$ cat config.mk
export PLATFORM = sky130hd
export DESIGN_NAME = rgb2gray_stage
export DESIGN_NICKNAME = d
export VERILOG_FILES = /design/src/rtl/gray_pkg.sv /design/src/rtl/gray_luma_calc.sv /design/src/rtl/rgb2gray_stage.sv
export SDC_FILE = /design/constraint.sdc
export NUM_CORES = 1
export LEC_CHECK = 0
export BUFFER_PORTS_ARGS = -buffer_cell sky130_fd_sc_hd__buf_2
export CAP_MARGIN = 20
export CORE_MARGIN = 4
export CORE_UTILIZATION = 50
export CTS_CLUSTER_SIZE = 30
export DETAILED_ROUTE_END_ITERATION = 8
export PLACE_DENSITY = 0.76
export SETUP_SLACK_MARGIN = 0.1
export SLEW_MARGIN = 20
export SYNTH_ARGS = -nofsm -noshare
export SYNTH_HDL_FRONTEND = slang
export SYNTH_SLANG_ARGS = --single-unit
$ cat constraint.sdc
create_clock -name clk -period 4.1 [get_ports clk]
set_clock_uncertainty 0.2 [all_clocks]
set_input_delay 0.205 -clock clk [delete_from_list [all_inputs] [get_ports clk]]
set_output_delay 0.205 -clock clk [all_outputs]
set_load 0.01 [all_outputs]
$ cat src/rtl/gray_pkg.sv
// Shared constants for the RGB-to-luma path: BT.601-style integer weights,
// rounding offset and the product width of one weighted channel.
package gray_pkg;

  // Weights must sum to 1 << SHIFT so the rounded result always fits one channel.
  localparam int W_R    = 77;
  localparam int W_G    = 150;
  localparam int W_B    = 29;
  localparam int ROUND  = 128;
  localparam int SHIFT  = 8;
  localparam int PROD_W = 16;

endpackage

$ cat src/rtl/gray_luma_calc.sv
// Two-stage luma datapath: stage 1 registers the three weighted products,
// stage 2 registers the rounded, shifted sum. Both stages hold when en=0.
module gray_luma_calc
  import gray_pkg::*;
#(
  parameter int DATA_WIDTH = 8
) (
  input  logic                    clk,
  input  logic                    rstn,
  input  logic                    en,
  input  logic                    in_valid,
  input  logic [3*DATA_WIDTH-1:0] rgb,
  output logic                    out_valid,
  output logic [DATA_WIDTH-1:0]   gray
);

  // Product width tracks the channel width; PROD_W is the 8-bit channel case.
  localparam int PW = PROD_W - 8 + DATA_WIDTH;

  logic [PW-1:0] p_r;
  logic [PW-1:0] p_g;
  logic [PW-1:0] p_b;
  logic          s1_valid;
  logic [PW+1:0] sum;
  logic [DATA_WIDTH-1:0] y;

  always_comb begin
    sum = (PW+2)'(p_r) + (PW+2)'(p_g) + (PW+2)'(p_b) + (PW+2)'(ROUND);
    y   = DATA_WIDTH'(sum >> SHIFT);
  end

  // Data registers load only alongside a valid pixel, so idle inputs never disturb them.
  always_ff @(posedge clk or negedge rstn) begin
    if (!rstn) begin
      p_r       <= '0;
      p_g       <= '0;
      p_b       <= '0;
      s1_valid  <= 1'b0;
      out_valid <= 1'b0;
      gray      <= '0;
    end else if (en) begin
      s1_valid  <= in_valid;
      out_valid <= s1_valid;
      if (in_valid) begin
        p_r <= PW'(rgb[3*DATA_WIDTH-1 -: DATA_WIDTH]) * PW'(W_R);
        p_g <= PW'(rgb[2*DATA_WIDTH-1 -: DATA_WIDTH]) * PW'(W_G);
        p_b <= PW'(rgb[DATA_WIDTH-1:0]) * PW'(W_B);
      end
      if (s1_valid) begin
        gray <= y;
      end
    end
  end

endmodule

$ cat src/rtl/rgb2gray_stage.sv
// RGB pixel to grayscale FIFO producer: handshake and stall control around the
// luma datapath, plus a per-frame write counter that flags the last pixel.
module rgb2gray_stage
  import gray_pkg::*;
#(
  parameter int DATA_WIDTH   = 8,
  parameter int FRAME_PIXELS = 16
) (
  input  logic                    clk,
  input  logic                    rstn,
  input  logic                    pix_valid,
  output logic                    pix_ready,
  input  logic [3*DATA_WIDTH-1:0] pix_rgb,
  input  logic                    fifo_full,
  output logic                    fifo_wr,
  output logic [DATA_WIDTH-1:0]   fifo_data,
  output logic                    frame_done
);

  localparam int CW = (FRAME_PIXELS > 1) ? $clog2(FRAME_PIXELS) : 1;

  logic          advance;
  logic          accept;
  logic          s2_valid;
  logic          last;
  logic [CW-1:0] count;

  // Handshake: a pixel transfers on a rising edge where pix_valid && pix_ready;
  // the upstream holds pix_rgb while pix_valid is high and pix_ready is low.
  // The pipeline moves whenever its output slot is empty or the FIFO can take it,
  // so bubbles are squeezed out even while the FIFO reports full.
  always_comb begin
    advance    = !s2_valid || !fifo_full;
    pix_ready  = advance;
    accept     = pix_valid && advance;
    fifo_wr    = s2_valid && !fifo_full;
    last       = (count == CW'(FRAME_PIXELS - 1));
    frame_done = fifo_wr && last;
  end

  gray_luma_calc #(
    .DATA_WIDTH(DATA_WIDTH)
  ) u_luma (
    .clk      (clk),
    .rstn     (rstn),
    .en       (advance),
    .in_valid (accept),
    .rgb      (pix_rgb),
    .out_valid(s2_valid),
    .gray     (fifo_data)
  );

  always_ff @(posedge clk or negedge rstn) begin
    if (!rstn) begin
      count <= '0;
    end else if (fifo_wr) begin
      count <= last ? '0 : count + CW'(1);
    end
  end

endmodule

==> metrics <==
Synth Cell Area=about 6000 um2; Syn Area/Cell=slightly above 9 um2; H-Tree Depth=3; vias per inst=roughly 5.5; initial antenna violation count=0; asr flop ratio synth=1.000; largest net degree at the start of global routing=58; Area Overhead vs Synth=12.09%; worst rel slew slack=0.5097; Sink Count=between 50 and 60; DRT iter0 DRCs=roughly 230; # rows=39; GP Congestion=0.8418; status=finished clean; FF-to-FF Start=u_luma.p_b[4]$_DFFE_PN0P_; Final Max Tran Viols=0; Period minus WS final=around 3700 ps; R2R setup slack=between 700 and 800 ps; crit end category=flip-flop; WP data arrival=about 3700 ps; Setup TNS Final=0 ps; sequential cell area=1426 um2; hold wc startpoint=pix_rgb[1]; # Max-Cap Violations=0; Hold EP=u_luma.p_b[1]$_DFFE_PN0P_; WS Path Type=primary input to flip-flop; final core utilization=0.5816; antenna-violating nets left=0; worst-path maximum fanout=4; Port Buffers=38; period utilisation layout=0.8940; pre-CTS setup slack=approximately 280 ps; fmax=roughly 0.27 GHz; Global Route Usage Sum=0.1816; Worst-path clk slew=about 50 ps; Post-Route WL=11890 um; gr ovfl total=0; Synth Register Bits=57; CP startpoint kind=primary input; Final HPWL DP=a little under 10000 um; Max Root-Sink Buffers=2; Final WS setup=about 430 ps; vias in the first global route=between 4000 and 5000; Post-Syn Nets=around 830; Crit path required time=between 4000 and 5000 ps; Worst Max-Slew Pin Slew=~730 ps; Root Buffer=clkbuf_16; total number of vias=~4600; wire per inst=about 14 um; IO Count=39; Pre-antenna DRT Iters=4; ratio of cells with drive above 1 in the final layout=0.09682; Worst-Skew Late Latency=between 300 and 400 ps; die span in x=around 120 um; multi-input logic area=a little over 4000 um2; VDD IR max=about 410 uV; end of the worst register-to-register path=u_luma.gray[7]$_DFFE_PN0P_; EDFF count, synth=0; Die H=around 120 um; DRC=0; CTS tree=built; first-pass GRT wire length=approximately 21000 um; sequential share of the synthesized area=0.2377; total power per unit cell area=700.1 nW/um2; P_leak=between 3 and 4 nW; RSZ-0062 raised after global routing=no; Die ar.=13820 um2; library cells used by synthesis=52; fillers=974; Ys Warns=0; antenna cells=0; Hold Crit Depth=3; Post-CTS Setup Repair Bufs=0; final hold vios=0; Synth Flop Type=dfrtp_1; Cells after Synth=642; Hold Path Class=primary input to flip-flop; final setup fails=0; depth of the most critical reg-to-reg path=11; core box area=roughly 12000 um2; Final nets=879; worst hold slack=roughly 57 ps; Initial Util=0.5189; CTS buffer count=9
## layout make-up
| class | instances | area share |
|---|---|---|
| clock buffers | 12 | 0.03962 |
| clock inverters | 4 | 0.007440 |
| inverters | 116 | 0.06473 |
| multi-input cells | 456 | 0.6090 |
| flip-flops and latches | 57 | 0.2121 |
| well taps | 143 | 0.02660 |
| repair buffers | 47 | 0.04055 |
## registers in the layout, summed over array words and instances (netlist names)
name              cells
count                 4
u_luma.out_valid      1
u_luma.p_g           15
u_luma.gray           8
u_luma.p_b           13
u_luma.s1_valid       1
u_luma.p_r           15
## cells by family after synthesis
family / count (synthesis) / share of synthesized area
multiplexers: 2 / 0.003545
buffers and inverters: 129 / 0.08111
adder cells (fa/ha/maj): 164 / 0.3895
AND/OR/NAND/NOR: 127 / 0.09946
flip-flops: 57 / 0.2377
XOR/XNOR: 28 / 0.04087
AO/OA/AOI/OAI: 135 / 0.1478
## stage by stage
| stage | instance area [um2] | power, mW | cells |
|---|---|---|---|
| 2_1_floorplan | 6001 | 3.204 | 642 |
| 3_3_place_gp | 6344 | 3.711 | 813 |
| 3_5_place_dp | 6344 | 3.884 | 813 |
| 4_1_cts | 6720 | 4.736 | 835 |
| 5_1_grt | 6726 | 5.203 | 835 |
| 6_report | 6726 | 4.709 | 835 |
## worst max-delay path: stages
cell	delay, ps
dlygate4sd3_1	530
buf_2	160
ha_1	280
inv_1	50
fa_1	520
inv_1	50
fa_1	450
ha_1	350
o21ai_0	230
a21oi_1	110
o21ai_2	80
o21ai_1	140
a2111oi_2	390
nor3_1	100
## where the power goes
part,switching [mW],internal (mW),leakage (nW)
combinational,1.73,1.30,2.69
clock,0.252,0.518,0.151
sequential,0.126,0.782,0.698
## what timing repair did
item,in CTS,in global routing
setup endpoints to repair,0,1
hold buffers,6,0
gates resized for setup,0,2
hold endpoints to repair,62,0
## cells in the mapped netlist, types with 5 or more instances
cell type  instances  area share
nor2_1            14      0.0088
dfrtp_1           57        0.24
a21o_1            10       0.013
o31ai_1            6      0.0075
ha_1             126        0.26
inv_1            116       0.073
o21ai_1            8      0.0067
nand2_1           67       0.042
nor3_1            12       0.010
a211oi_1          11       0.014
a21oi_1           15       0.013
o21ai_0           44       0.037
xor2_1             9       0.013
clkbuf_1           8      0.0050
fa_1              38        0.13
o21a_1            14       0.018
nand3_1            6      0.0050
nor2b_1            5      0.0052
xnor2_1           19       0.028
## per-layer routing
layer  up-vias  track usage  wire (um)
met5         -            0          0
met4         0      0.06227        235
met3        22      0.03075        489
met2        87       0.3233       6048
met1      2178       0.2227       5112
li1       2264            -          -
## how the worst max path moves through the flow
stage | from | to | slack [ps] | cells after the start
global placement | pix_rgb[20] | u_luma.p_r[14]$_DFFE_PN0P_ | 410 | 14
floorplan | pix_rgb[20] | u_luma.p_r[14]$_DFFE_PN0P_ | 660 | 13
detailed placement | pix_rgb[20] | u_luma.p_r[14]$_DFFE_PN0P_ | 280 | 14
global route | pix_rgb[17] | u_luma.p_r[14]$_DFFE_PN0P_ | 170 | 14
CTS | pix_rgb[17] | u_luma.p_r[14]$_DFFE_PN0P_ | 370 | 14
finish | pix_rgb[17] | u_luma.p_r[14]$_DFFE_PN0P_ | 430 | 14
## layout by cell type, fill, tap and decap left out, types with 14 or more instances in the layout
cell / count
a21oi_1: 15
xnor2_1: 19
o21ai_0: 44
inv_1: 116
fa_1: 38
nor2_1: 14
dfrtp_1: 57
nand2_1: 66
o21a_1: 14
ha_1: 126
buf_2: 38
Power figures use the tool's default switching activity.
